### config.mk
export PLATFORM = sky130hd
export DESIGN_NAME = icache_nway
export DESIGN_NICKNAME = d
export VERILOG_FILES = /design/src/rtl/icache_nway_pkg.sv /design/src/rtl/icache_lru_set.sv /design/src/rtl/icache_nway.sv
export SDC_FILE = /design/constraint.sdc
export NUM_CORES = 1
export LEC_CHECK = 0
export ABC_AREA = 1
export BUFFER_PORTS_ARGS = -buffer_cell sky130_fd_sc_hd__buf_2
export CORE_MARGIN = 2
export CORE_UTILIZATION = 38
export DETAILED_ROUTE_END_ITERATION = 12
export PLACE_DENSITY = 0.61
export SKIP_CTS_REPAIR_TIMING = 1
export SLEW_MARGIN = 20
export SYNTH_ARGS = -nofsm -noshare
export SYNTH_HDL_FRONTEND = slang
export SYNTH_SLANG_ARGS = --single-unit
### constraint.sdc
create_clock -name clk -period 5.3 [get_ports clk]
set_clock_uncertainty 0.1 [all_clocks]
set_input_delay 1.325 -clock clk [delete_from_list [all_inputs] [get_ports clk]]
set_output_delay 1.325 -clock clk [all_outputs]
set_load 0.03 [all_outputs]
### src/rtl/icache_nway_pkg.sv
// Shared types and address field helpers for the N-way instruction cache.
// The slice macros expect BO_W, IDX_W and WORD_SIZE to be in scope at the point of use.
`define ICN_BO(a)  a[BO_W-1:0]
`define ICN_IDX(a) a[BO_W+IDX_W-1:BO_W]
`define ICN_TAG(a) a[WORD_SIZE-1:BO_W+IDX_W]

package icache_nway_pkg;

  typedef enum logic [1:0] {
    CHECK  = 2'd0,
    REFILL = 2'd1,
    FLUSH  = 2'd2
  } state_e;

  // Field widths for a given geometry; the cache uses these for its localparams.
  function automatic int bo_w(input int block_words);
    return $clog2(block_words);
  endfunction

  function automatic int idx_w(input int sets);
    return $clog2(sets);
  endfunction

  function automatic int age_w(input int ways);
    return $clog2(ways);
  endfunction

  function automatic int tag_w(input int word_size, input int sets, input int block_words);
    return word_size - $clog2(sets) - $clog2(block_words);
  endfunction

endpackage

### src/rtl/icache_lru_set.sv
// True-LRU bookkeeping for one set: age update for an accessed way and victim choice.
// Ages form a permutation of 0..WAYS-1; age WAYS-1 is the least recently used way.
module icache_lru_set
  import icache_nway_pkg::*;
#(
  parameter int WAYS  = 2,
  parameter int AGE_W = 1
) (
  input  logic [WAYS-1:0][AGE_W-1:0] age_i,
  input  logic [WAYS-1:0]            valid_i,
  input  logic [AGE_W-1:0]           acc_way_i,
  output logic [WAYS-1:0][AGE_W-1:0] age_o,
  output logic [AGE_W-1:0]           victim_o
);

  logic [AGE_W-1:0] old_age;
  logic             found;

  always_comb begin
    old_age = age_i[acc_way_i];
    age_o   = age_i;
    for (int w = 0; w < WAYS; w++) begin
      if (AGE_W'(w) == acc_way_i) age_o[w] = '0;
      else if (age_i[w] < old_age) age_o[w] = age_i[w] + 1'b1;
    end
  end

  // Descending scan so the lowest-index invalid way wins.
  always_comb begin
    victim_o = '0;
    found    = 1'b0;
    for (int w = WAYS-1; w >= 0; w--) begin
      if (!valid_i[w]) begin
        victim_o = AGE_W'(w);
        found    = 1'b1;
      end
    end
    if (!found) begin
      for (int w = 0; w < WAYS; w++) begin
        if (age_i[w] == AGE_W'(WAYS-1)) victim_o = AGE_W'(w);
      end
    end
  end

endmodule

### src/rtl/icache_nway.sv
// N-way set-associative read-only instruction cache with true-LRU replacement,
// critical-word forwarding on refill, multi-cycle flush and saturating counters.
module icache_nway
  import icache_nway_pkg::*;
#(
  parameter int WORD_SIZE   = 16,
  parameter int WAYS        = 2,
  parameter int SETS        = 4,
  parameter int BLOCK_WORDS = 4,
  parameter int CNT_W       = 16
) (
  input  logic                             clk,
  input  logic                             reset,
  input  logic                             cpu_valid,
  input  logic [WORD_SIZE-1:0]             cpu_address,
  output logic [WORD_SIZE-1:0]             cpu_data,
  output logic                             cpu_inputReady,
  input  logic                             flush_req,
  output logic                             flush_done,
  output logic                             read_m,
  output logic [WORD_SIZE-1:0]             address,
  input  logic [BLOCK_WORDS*WORD_SIZE-1:0] data,
  input  logic                             inputReady,
  output logic [CNT_W-1:0]                 hit_count,
  output logic [CNT_W-1:0]                 miss_count
);

  localparam int BO_W   = bo_w(BLOCK_WORDS);
  localparam int IDX_W  = idx_w(SETS);
  localparam int TAG_W  = tag_w(WORD_SIZE, SETS, BLOCK_WORDS);
  localparam int AGE_W  = age_w(WAYS);
  localparam int LINE_W = BLOCK_WORDS*WORD_SIZE;

  typedef logic [WAYS-1:0][AGE_W-1:0] ages_t;

  typedef struct packed {
    logic [WORD_SIZE-1:0] addr;
    logic [AGE_W-1:0]     way;
  } miss_t;

  state_e                     state_q, state_d;
  logic [SETS-1:0][WAYS-1:0]  valid_q, valid_d;
  ages_t [SETS-1:0]           age_q, age_d;
  miss_t                      miss_q, miss_d;
  logic                       flush_pend_q, flush_pend_d;
  logic [IDX_W-1:0]           flush_set_q, flush_set_d;
  logic [CNT_W-1:0]           hit_cnt_q, hit_cnt_d, miss_cnt_q, miss_cnt_d;

  logic [TAG_W-1:0]  tag_mem  [WAYS][SETS];
  logic [LINE_W-1:0] data_mem [WAYS][SETS];

  logic [BO_W-1:0]   bo, rbo;
  logic [IDX_W-1:0]  idx, ridx;
  logic [TAG_W-1:0]  tag, rtag;
  logic [WAYS-1:0]   way_hit;
  logic              hit, fill_we;
  logic [AGE_W-1:0]  hit_way, lru_way;
  logic [LINE_W-1:0] hit_line;

  ages_t [SETS-1:0]             lru_new;
  logic [SETS-1:0][AGE_W-1:0]   lru_vic;

  assign bo   = `ICN_BO(cpu_address);
  assign idx  = `ICN_IDX(cpu_address);
  assign tag  = `ICN_TAG(cpu_address);
  assign rbo  = `ICN_BO(miss_q.addr);
  assign ridx = `ICN_IDX(miss_q.addr);
  assign rtag = `ICN_TAG(miss_q.addr);

  always_comb begin
    way_hit = '0;
    hit_way = '0;
    for (int w = 0; w < WAYS; w++) begin
      way_hit[w] = valid_q[idx][w] && (tag_mem[w][idx] == tag);
      if (way_hit[w]) hit_way = AGE_W'(w);
    end
  end

  assign hit      = |way_hit;
  assign hit_line = data_mem[hit_way][idx];
  assign lru_way  = (state_q == REFILL) ? miss_q.way : hit_way;

  for (genvar s = 0; s < SETS; s++) begin : g_lru
    icache_lru_set #(.WAYS(WAYS), .AGE_W(AGE_W)) u_lru (
      .age_i    (age_q[s]),
      .valid_i  (valid_q[s]),
      .acc_way_i(lru_way),
      .age_o    (lru_new[s]),
      .victim_o (lru_vic[s])
    );
  end

  always_comb begin
    state_d        = state_q;
    valid_d        = valid_q;
    age_d          = age_q;
    miss_d         = miss_q;
    flush_pend_d   = flush_pend_q;
    flush_set_d    = flush_set_q;
    hit_cnt_d      = hit_cnt_q;
    miss_cnt_d     = miss_cnt_q;
    fill_we        = 1'b0;
    cpu_inputReady = 1'b0;
    cpu_data       = '0;
    flush_done     = 1'b0;
    case (state_q)
      CHECK: begin
        if (flush_req || flush_pend_q) begin
          state_d      = FLUSH;
          flush_set_d  = '0;
          flush_pend_d = 1'b0;
        end else if (cpu_valid) begin
          if (hit) begin
            cpu_inputReady = 1'b1;
            cpu_data       = hit_line[bo*WORD_SIZE +: WORD_SIZE];
            age_d[idx]     = lru_new[idx];
            hit_cnt_d      = (&hit_cnt_q) ? hit_cnt_q : hit_cnt_q + 1'b1;
          end else begin
            miss_d.addr = cpu_address;
            miss_d.way  = lru_vic[idx];
            miss_cnt_d  = (&miss_cnt_q) ? miss_cnt_q : miss_cnt_q + 1'b1;
            state_d     = REFILL;
          end
        end
      end
      REFILL: begin
        if (flush_req) flush_pend_d = 1'b1;
        if (inputReady) begin
          fill_we                    = 1'b1;
          valid_d[ridx][miss_q.way]  = 1'b1;
          age_d[ridx]                = lru_new[ridx];
          state_d                    = CHECK;
          // Forward the requested word straight from the bus; the array is written at the edge.
          if (cpu_valid && cpu_address == miss_q.addr) begin
            cpu_inputReady = 1'b1;
            cpu_data       = data[rbo*WORD_SIZE +: WORD_SIZE];
          end
        end
      end
      FLUSH: begin
        valid_d[flush_set_q] = '0;
        for (int w = 0; w < WAYS; w++) age_d[flush_set_q][w] = AGE_W'(w);
        flush_set_d = flush_set_q + 1'b1;
        if (flush_set_q == IDX_W'(SETS-1)) begin
          flush_done = 1'b1;
          state_d    = CHECK;
        end
      end
      default: state_d = CHECK;
    endcase
  end

  always_ff @(posedge clk) begin
    if (reset) begin
      state_q      <= CHECK;
      valid_q      <= '0;
      miss_q       <= '0;
      flush_pend_q <= 1'b0;
      flush_set_q  <= '0;
      hit_cnt_q    <= '0;
      miss_cnt_q   <= '0;
      for (int s = 0; s < SETS; s++)
        for (int w = 0; w < WAYS; w++)
          age_q[s][w] <= AGE_W'(w);
    end else begin
      state_q      <= state_d;
      valid_q      <= valid_d;
      age_q        <= age_d;
      miss_q       <= miss_d;
      flush_pend_q <= flush_pend_d;
      flush_set_q  <= flush_set_d;
      hit_cnt_q    <= hit_cnt_d;
      miss_cnt_q   <= miss_cnt_d;
    end
  end

  always_ff @(posedge clk) begin
    if (fill_we && !reset) begin
      tag_mem[miss_q.way][ridx]  <= rtag;
      data_mem[miss_q.way][ridx] <= data;
    end
  end

  assign read_m     = (state_q == REFILL);
  assign address    = {miss_q.addr[WORD_SIZE-1:BO_W], {BO_W{1'b0}}};
  assign hit_count  = hit_cnt_q;
  assign miss_count = miss_cnt_q;

endmodule
==> flow_summary_export.csv, run 1 <==
group,metric,value,unit
pwr,report.power.total,12.1,mW
floorplan,dieArea,75300,µm²
floorplan,fp.coreArea,72700,µm²
cts,cts_buffer_depth,3,
floorplan,start_util,38.2,%
routing,viasPerCell,5.53,
cts,clk_latency,610,ps
global_route,grt_pass1_wl,123,mm
pwr,p_leak,11.9,nW
timing,hold_violations,0,
timing,drv_slew,0,
worst_setup_path,r2r_end,"data_mem[1][213]$_DFFE_PP_",
timing,setup_viol,0,
worst_setup_path,ff2ff_path_depth,8,
place,hpwlAfterDp,52.5,mm
pwr,vdd_drop_max,0.286,mV
flow_run,max-cap-violations,0,
synthesis,yosys_register_bits,678,
final_layout,final_cell_area,33500,µm²
routing,wirelength,83.8,mm
timing,slew_headroom,34.0,%
cts,clockRootBuffer,"clkbuf_16",
cts,numCtsBuffers,75,
final_layout,finalNonFillerCells,3608,
floorplan,rows,99,
cts,path_clk_slew,60,ps
routing,post_drt_wl_per_cell,23.2,µm
worst_setup_path,required,3880,ps
timing,fin_crit,5210,ps
synthesis,async_flop_share,0,%
floorplan,fp.dieH,274,µm
status,status,"completed",
routing,drcViolationCount,0,
cts,clock-sinks,678,
cts,cts_tree,"yes",
worst_setup_path,startpoint_type,"input port",
routing,num_vias,20000,
global_route,antenna_found_initial,25,
synthesis,syn-cell-area,27800,µm²
final_layout,syn_to_final_growth,20.6,%
final_layout,fillers,6536,
min_path,hold_path_end,"valid_q[6]$_SDFFE_PP0P_",
final_layout,utilization,46.1,%
worst_setup_path,cp.arrival,3790,ps
timing,whs,371,ps
place,place_inst,3461,
synthesis,synthCells,2342,
global_route,grt_max_degree,77,
final_layout,finish.net_count,2684,
place,place.gp.congestion,0.943,
floorplan,num_io_pins,152,
synthesis,syn_avg_cell_area,11.9,µm²
timing,max_freq,0.192,GHz
timing,fin_crit_sh,98.4,%
worst_setup_path,end_kind,"primary output",
timing,worstMarginPinSlew,988,ps
worst_setup_path,r2r_setup_slack,2290,ps
min_path,min_path_cells,2,
synthesis,ys_seq_area_share,70.8,%
global_route,grt_overflow,0,
synthesis,synth_edf_count,608,
cts,cts.htree.levels,3,
routing,drt_iter0_drc,2060,
global_route,grtUsageTotal,21.9,%
final_layout,layout-drive-gt1-share,18.5,%
worst_setup_path,criticalPathCategory,"input port to primary output",
min_path,hp-start,"valid_q[6]$_SDFFE_PP0P_",
synthesis,ys.flop_type,"edfxtp_1",
routing,first_pass_iters,5,
worst_setup_path,rr_startpoint,"state_q[1]$_SDFFE_PP0P_",
floorplan,die_x,274,µm
place,dpl_cell_area,30700,µm²
routing,final_antenna_net_count,0,
min_path,min_path_type,"flip-flop to flip-flop",
worst_setup_path,cp_max_fo,9,
place,portBuffers,149,
synthesis,yosysWarnings,0,
synthesis,synth_cell_types,41,
pwr,p_per_area,360,nW/µm²
global_route,grt_pass1_vias,19400,
==> synthesized netlist by cell type, drive strengths merged (3+ instances only) <==
library cell / count / area [µm²]
edfxtp: 608 / 18300
nand2: 434 / 1650
o22ai: 259 / 1620
nor2: 194 / 746
a21oi: 116 / 584
inv: 109 / 412
nand3: 106 / 531
nor3: 97 / 485
o21ai: 92 / 460
clkbuf: 90 / 338
dfxtp: 70 / 1400
buf: 47 / 337
o31ai: 32 / 240
o32ai: 16 / 140
xor2: 15 / 131
nand4: 11 / 75.1
ha: 9 / 113
xnor2: 9 / 78.8
a22oi: 7 / 52.6
nor4: 6 / 37.5
and2: 3 / 18.8
==> worst max-delay path by stage <==
stage / start / endpoint / slack, ps / cells after the start
2_1_floorplan: reset / data_mem[0][128]$_DFFE_PP_ / -290 / 4
3_3_place_gp: cpu_address[2] / cpu_data[8] / -70 / 20
3_5_place_dp: cpu_address[2] / cpu_data[8] / -60 / 20
4_1_cts: cpu_address[2] / cpu_data[4] / -80 / 18
5_1_grt: cpu_address[2] / cpu_data[12] / -20 / 22
6_report: cpu_address[2] / cpu_data[10] / 90 / 21
==> state kept, by name (all words and copies together), names as in the netlist, named ones only <==
| register | count |
|---|---|
| address | 14 |
| data_mem | 512 |
| flush_pend_q | 1 |
| flush_set_q | 2 |
| hit_count | 16 |
| miss_count | 16 |
| miss_q | 3 |
| state_q | 2 |
| tag_mem | 96 |
| valid_q | 8 |
==> where the power goes <==
part | switching [mW] | total [mW] | internal [mW]
logic | 0.782 | 1.13 | 0.345
registers | 0.0835 | 6.00 | 5.92
clock network | 2.09 | 4.94 | 2.85
total | 2.95 | 12.1 | 9.12
==> stage by stage <==
step	worst slack [ps]	setup TNS, ps
after CTS	-75.2	-354
final	87.1	0
after global routing	-20.7	-46.5
after global placement	-66.9	-291
after detailed placement	-59.8	-267
after floorplan	-286	-173580
==> area by class of cell <==
class	count	area, µm²	share of cell area, %
Sequential cell	678	19700	58.7
Multi-Input combinational cell	1417	7370	22.0
Timing Repair Buffer	307	2510	7.49
Clock buffer	100	2030	6.07
Tap cell	959	1200	3.58
Inverter	111	429	1.28
Clock inverter	26	287	0.855
Antenna cell	10	25.0	0.0747
==> critical path, cell delays in order <==
cell and delay [ps]:
buf_6 130, buf_12 160, buf_12 100, nand2_4 80
buf_4 160, nor2_1 120, a21oi_2 60, nand3_2 120
nand2_1 80, nor2_2 130, nand2_1 80, nor2_2 150
nand2_2 90, nand2_2 80, nand2_2 70, nor2_4 200
buf_12 130, clkbuf_16 150, nand3_1 80, nand2_1 130
buf_6 150
==> cell families after synthesis <==
group / share of synthesized area, %
flops: 70.8
fa+ha+maj: 0.405
simple gates: 12.8
xor+xnor: 0.757
other cells: 0.0135
buf+inv: 3.94
compound gates: 11.3
==> placed cells by master (no fill, tap or decap), types with 7 or more instances in the layout <==
master,synthesis,final
inv_1,105,103
nor3_2,0,7
buf_2,8,132
o21ai_0,72,69
diode_2,0,10
a21oi_2,1,12
nand3_1,106,103
nor2_1,189,173
buf_6,7,13
dfxtp_1,70,70
nor2_4,1,10
buf_4,26,121
a21oi_1,115,102
nor3_1,97,90
ha_1,9,9
o32ai_1,16,16
clkbuf_16,0,79
o31ai_1,32,20
o22ai_1,259,259
clkinv_1,2,12
clkbuf_1,90,21
nor2_2,4,11
nand4_1,10,10
o31ai_2,0,10
a22oi_1,7,7
edfxtp_1,608,608
xor2_1,15,15
buf_12,0,34
xnor2_1,9,9
o21ai_1,20,22
nand2_2,4,15
nand2_1,429,415
==> metal layers <==
metal  wire, µm  global-route usage (%)  up-vias
met2      39700                    35.0      861
met3       6810                    4.81      176
met1      34600                    29.1     9783
met5        170                       0        -
li1           -                       -     9122
met4       2590                    8.45       26
(Power assumes the default switching activity.)
==> run 2, diff against run 1 <==
--- a/config.mk
+++ b/config.mk
@@ -10,6 +10,7 @@
 export CORE_MARGIN = 2
 export CORE_UTILIZATION = 38
 export DETAILED_ROUTE_END_ITERATION = 12
+export MAX_ROUTING_LAYER = met4
 export PLACE_DENSITY = 0.61
 export SKIP_CTS_REPAIR_TIMING = 1
 export SLEW_MARGIN = 20
==> flow_summary_export.csv, run 2 (synthesis results as in run 1) <==
group,metric,value,unit
status,status,"completed",
pwr,vdd_drop_max,0.299,mV
routing,final_antenna_net_count,0,
floorplan,fp.coreArea,72700,µm²
worst_setup_path,slowest_stage,"nor2_4",
global_route,antenna_found_initial,20,
place,pre_cts_ws,-89.9,ps
routing,post_drt_wl_per_cell,22.9,µm
timing,hold_violations,0,
floorplan,dieArea,75300,µm²
place,dpl_cell_area,30500,µm²
timing,drv_slew,0,
final_layout,finish.net_count,2663,
worst_setup_path,required,3880,ps
global_route,grtUsageTotal,22.3,%
cts,path_clk_slew,60,ps
final_layout,final_cell_area,33500,µm²
global_route,grt_pass1_vias,19200,
routing,wirelength,82.8,mm
global_route,grt_max_degree,129,
worst_setup_path,worst-path-buf-inv,7,
place,portBuffers,149,
routing,num_vias,19900,
timing,rsz0062_at_grt,"yes",
final_layout,syn_to_final_growth,20.5,%
pwr,p_leak,11.9,nW
cts,cts_buffer_depth,3,
cts,clock-sinks,678,
timing,fin_crit_sh,98.5,%
final_layout,ff_latch_area,19700,µm²
routing,first_pass_iters,5,
final_layout,largest_reg_flops,512,
floorplan,num_io_pins,152,
pwr,p_per_area,363,nW/µm²
timing,whs,379,ps
timing,setup_viol,0,
final_layout,final_common_cell,"edfxtp_1",
pwr,report.power.total,12.1,mW
final_layout,utilization,46.0,%
final_layout,layout-drive-gt1-share,17.8,%
timing,slew_headroom,39.4,%
cts,clockRootBuffer,"clkbuf_16",
place,place.gp.congestion,0.929,
timing,fin_crit,5220,ps
floorplan,rows,99,
floorplan,start_util,38.2,%
worst_setup_path,criticalPathCategory,"input port to primary output",
final_layout,fillers,6542,
min_path,min_path_type,"flip-flop to flip-flop",
floorplan,die_x,274,µm
worst_setup_path,end_kind,"primary output",
cts,numCtsBuffers,75,
flow_run,max-cap-violations,0,
timing,max_freq,0.192,GHz
worst_setup_path,cp_max_fo,8,
place,hpwlAfterDp,51.1,mm
routing,viasPerCell,5.52,
worst_setup_path,cpLargestDelayFamily,"simple AND/OR/NAND/NOR gates",
final_layout,finalNonFillerCells,3610,
timing,worstMarginPinSlew,906,ps
final_layout,final_cell_mix,"608 x edfxtp_1, 415 x nand2_1, 259 x o22ai_1",
global_route,grt_pass1_wl,122,mm
worst_setup_path,cp.arrival,3800,ps
global_route,grt_overflow,0,
worst_setup_path,max_stage_delay,260,ps
final_layout,regMostFlops,"data_mem",
timing,tns,0,ps
routing,drcViolationCount,0,
cts,clk_latency,620,ps
routing,drt_iter0_drc,1945,
final_layout,multi_input_area,7370,µm²
place,place_inst,3438,
cts,cts_tree,"yes",
cts,cts.htree.levels,3,
final_layout,reg_top3,"data_mem: 512 flops, tag_mem: 96 flops",
worst_setup_path,startpoint_type,"input port",
worst_setup_path,path_cells,"buf_16, buf_12, buf_12, nand2_8, buf_4, nor2_1, a21oi_1, nand2_1, nand2_1, nand3_2, nor2_4, nand2_4, buf_4, nand2_2, nand2_4, nor2_4, buf_12, nand3_1, nand2_1, buf_4",
timing,setup_slack,79.9,ps
floorplan,fp.dieH,274,µm
run 2: layout make-up:
| type | count | share of cell area, % |
|---|---|---|
| Clock buffer | 89 | 5.92 |
| Timing Repair inverter | 2 | 0.0523 |
| Inverter | 111 | 1.30 |
| Clock inverter | 49 | 1.22 |
| Multi-Input combinational cell | 1417 | 22.0 |
| Antenna cell | 21 | 0.157 |
| Tap cell | 959 | 3.59 |
| Sequential cell | 678 | 58.7 |
| Timing Repair Buffer | 284 | 6.99 |
run 2: final timing paths:
path,start,endpoint,slack (ps),cells past startpoint
worst max register to register,address[3]$_SDFFE_PP0P_,tag_mem[1][16]$_DFFE_PP_,2330,5
worst min register to register,valid_q[6]$_SDFFE_PP0P_,valid_q[6]$_SDFFE_PP0P_,380,2
worst max-delay path,cpu_address[2],cpu_data[2],80,20
worst min-delay path,valid_q[6]$_SDFFE_PP0P_,valid_q[6]$_SDFFE_PP0P_,380,2
run 2: per-layer routing:
layer | part of all wire, % | global-route usage [%] | up-vias
met5 | 0 | - | -
met4 | 2.5 | 7.37 | 0
met3 | 8.1 | 4.54 | 138
met2 | 48 | 35.6 | 820
met1 | 41 | 28.4 | 9810
li1 | - | - | 9149
run 2: where the power goes:
part	switching [mW]	total [mW]	internal, mW	leakage, nW
clock	2.16	5.02	2.86	1.18
sequential	0.0742	5.99	5.92	6.05
combinational	0.786	1.13	0.343	4.64
run 2: worst register-to-register path, stage by stage, from the launching register on:
cell     delay (ps)
dfxtp_1         460
inv_1           200
nor2_1          540
nand2_1         280
nor2_4          670
buf_12          360
==> run 3, diff against run 2 <==
--- a/config.mk
+++ b/config.mk
@@ -5,7 +5,6 @@
 export SDC_FILE = /design/constraint.sdc
 export NUM_CORES = 1
 export LEC_CHECK = 0
-export ABC_AREA = 1
 export BUFFER_PORTS_ARGS = -buffer_cell sky130_fd_sc_hd__buf_2
 export CORE_MARGIN = 2
 export CORE_UTILIZATION = 38
==> flow_summary_export.csv, run 3 <==
group,metric,value,unit
synthesis,synthTopCellsByCount,"608 x edfxtp_1, 176 x mux4_2, 70 x dfxtp_1, 70 x nor2_1, 58 x mux2i_1",
floorplan,num_io_pins,152,
cts,clock-sinks,678,
floorplan,fp.dieH,276,µm
routing,drt_iter0_drc,1305,
routing,wirelength,69.2,mm
final_layout,final_cell_mix,"608 x edfxtp_1, 176 x mux4_2, 136 x buf_2",
final_layout,fillers,6186,
routing,post_drt_wl_per_cell,24.7,µm
place,place.gp.congestion,0.886,
final_layout,regMostFlops,"data_mem",
flow_run,max-cap-violations,0,
timing,tns,0,ps
worst_setup_path,criticalPathCategory,"input port to primary output",
synthesis,async_flop_share,0,%
routing,num_vias,15500,
final_layout,ff_latch_area,19700,µm²
final_layout,layout-drive-gt1-share,31.4,%
routing,first_pass_iters,7,
global_route,grt_overflow,0,
synthesis,ys_seq_area_share,70.2,%
pwr,vdd_drop_max,0.190,mV
synthesis,synth_cell_types,67,
worst_setup_path,startpoint_type,"input port",
status,status,"completed",
place,portBuffers,149,
global_route,antenna_found_initial,12,
cts,cts_buffer_depth,3,
synthesis,yosysWarnings,0,
timing,setup_slack,27.0,ps
final_layout,largest_reg_flops,512,
routing,viasPerCell,5.52,
worst_setup_path,cp.arrival,3850,ps
pwr,comb_power_share,6.4,%
final_layout,utilization,45.3,%
synthesis,yosys_register_bits,678,
cts,numCtsBuffers,74,
place,pre_cts_ws,-180,ps
pwr,seqPwrFrac,51.3,%
final_layout,syn_to_final_growth,17.9,%
timing,drv_slew,0,
timing,fin_crit_sh,99.5,%
final_layout,final_common_cell,"edfxtp_1",
synthesis,synth_top_cell_area_share,65.2,%
synthesis,syn_avg_cell_area,17.9,µm²
timing,hold_violations,0,
pwr,clockPowerShare,42.4,%
global_route,met1_usage,24.7,%
synthesis,ys.flop_type,"edfxtp_1",
cts,clk_latency,620,ps
worst_setup_path,required,3880,ps
cts,clockRootBuffer,"clkbuf_16",
floorplan,start_util,38.4,%
cts,cts.htree.levels,3,
pwr,p_int,8.97,mW
pwr,switching_share,22.1,%
synthesis,synth_area_leaders,"edfxtp_1 65%, mux4_2 14%, dfxtp_1 5.0%",
final_layout,multi_input_area,7990,µm²
synthesis,synth_edf_count,608,
pwr,p_sw,2.54,mW
pwr,p_leak,11.2,nW
final_layout,reg_top3,"data_mem: 512 flops, tag_mem: 96 flops",
global_route,grt_pass1_vias,15900,
global_route,met3_usage,3.41,%
global_route,grt_pass1_wl,103,mm
cts,path_clk_slew,50,ps
floorplan,dieArea,75900,µm²
global_route,grt_max_degree,77,
synthesis,synth_top_cell_by_area,"edfxtp_1",
pwr,report.power.total,11.5,mW
timing,fin_crit,5270,ps
timing,setup_viol,0,
timing,whs,387,ps
timing,max_freq,0.190,GHz
routing,final_antenna_net_count,0,
floorplan,die_x,276,µm
global_route,grtUsageTotal,18.7,%
cts,cts_tree,"yes",
min_path,min_path_type,"flip-flop to flip-flop",
worst_setup_path,cp_max_fo,8,
synthesis,syn-cell-area,28000,µm²
pwr,p_per_area,348,nW/µm²
final_layout,finish.net_count,1865,
floorplan,rows,99,
timing,slew_headroom,40.5,%
routing,drcViolationCount,0,
floorplan,fp.coreArea,73000,µm²
global_route,gr-usage-met2,29.9,%
timing,worstMarginPinSlew,885,ps
global_route,top_usage_layer,"met2",
synthesis,synth.most_common_cell,"edfxtp_1",
place,hpwlAfterDp,40.2,mm
worst_setup_path,end_kind,"primary output",
synthesis,synthCells,1562,
-- run 3: kinds of logic after synthesis --
family          Yosys count  share of synthesized area (%)
simple gates            257                           4.63
compound gates          175                           4.15
buf+inv                 149                           2.44
fa+ha+maj                 9                          0.402
xor+xnor                 49                           1.59
mux                     244                           16.6
other cells               1                         0.0134
flops                   678                           70.2
-- run 3: path summary, 6_finish.rpt --
kind	cells after the start	slack (ps)	from	endpoint
max	12	30	cpu_address[2]	cpu_data[8]
min	2	390	flush_pend_q$_SDFFE_PP0P_	flush_pend_q$_SDFFE_PP0P_
max reg2reg	11	1930	tag_mem[1][9]$_DFFE_PP_	miss_count[15]$_SDFFE_PP0P_
min reg2reg	2	390	flush_pend_q$_SDFFE_PP0P_	flush_pend_q$_SDFFE_PP0P_
-- run 3: worst max-delay path, stage by stage --
cell and delay (ps):
clkbuf_16 130, buf_4 160, mux4_2 530, xnor2_2 250
nand3_1 130, nor3_2 170, buf_4 150, o21ai_4 130
clkbuf_16 230, a221o_1 310, o22ai_4 110, buf_2 220
-- run 3: area by class of cell --
cell class | instances | share of cell area, %
sequential | 678 | 59.5
multi-input combinational | 736 | 24.2
clock buffer | 104 | 6.22
timing repair buffer | 236 | 5.19
tap | 959 | 3.63
clock inverter | 30 | 0.708
inverter | 45 | 0.511
antenna | 11 | 0.0833
-- run 3: power groups by stage --
stage / clock, mW / combinational (mW) / sequential, mW
global route: 5.21 / 0.790 / 5.90
finish: 4.88 / 0.731 / 5.90
detailed placement: 0 / 0.718 / 6.01
floorplan: 0 / 0.458 / 6.00
global placement: 0 / 0.704 / 6.01
CTS: 4.99 / 0.720 / 5.90
-- run 3: per-layer routing --
layer  routed length [µm]  vias to the layer above
li1                     -                     6748
met1                29500                     8117
met2                33900                      490
met3                 4480                      106
met4                 1340                        0
met5                    0                        -
-- run 3: through the flow --
| stage | cell area, µm² | cells |
|---|---|---|
| after floorplan | 28200 | 1563 |
| after global placement | 30400 | 2648 |
| after detailed placement | 30400 | 2648 |
| after CTS | 32700 | 2782 |
| after global routing | 33100 | 2799 |
| final | 33100 | 2799 |
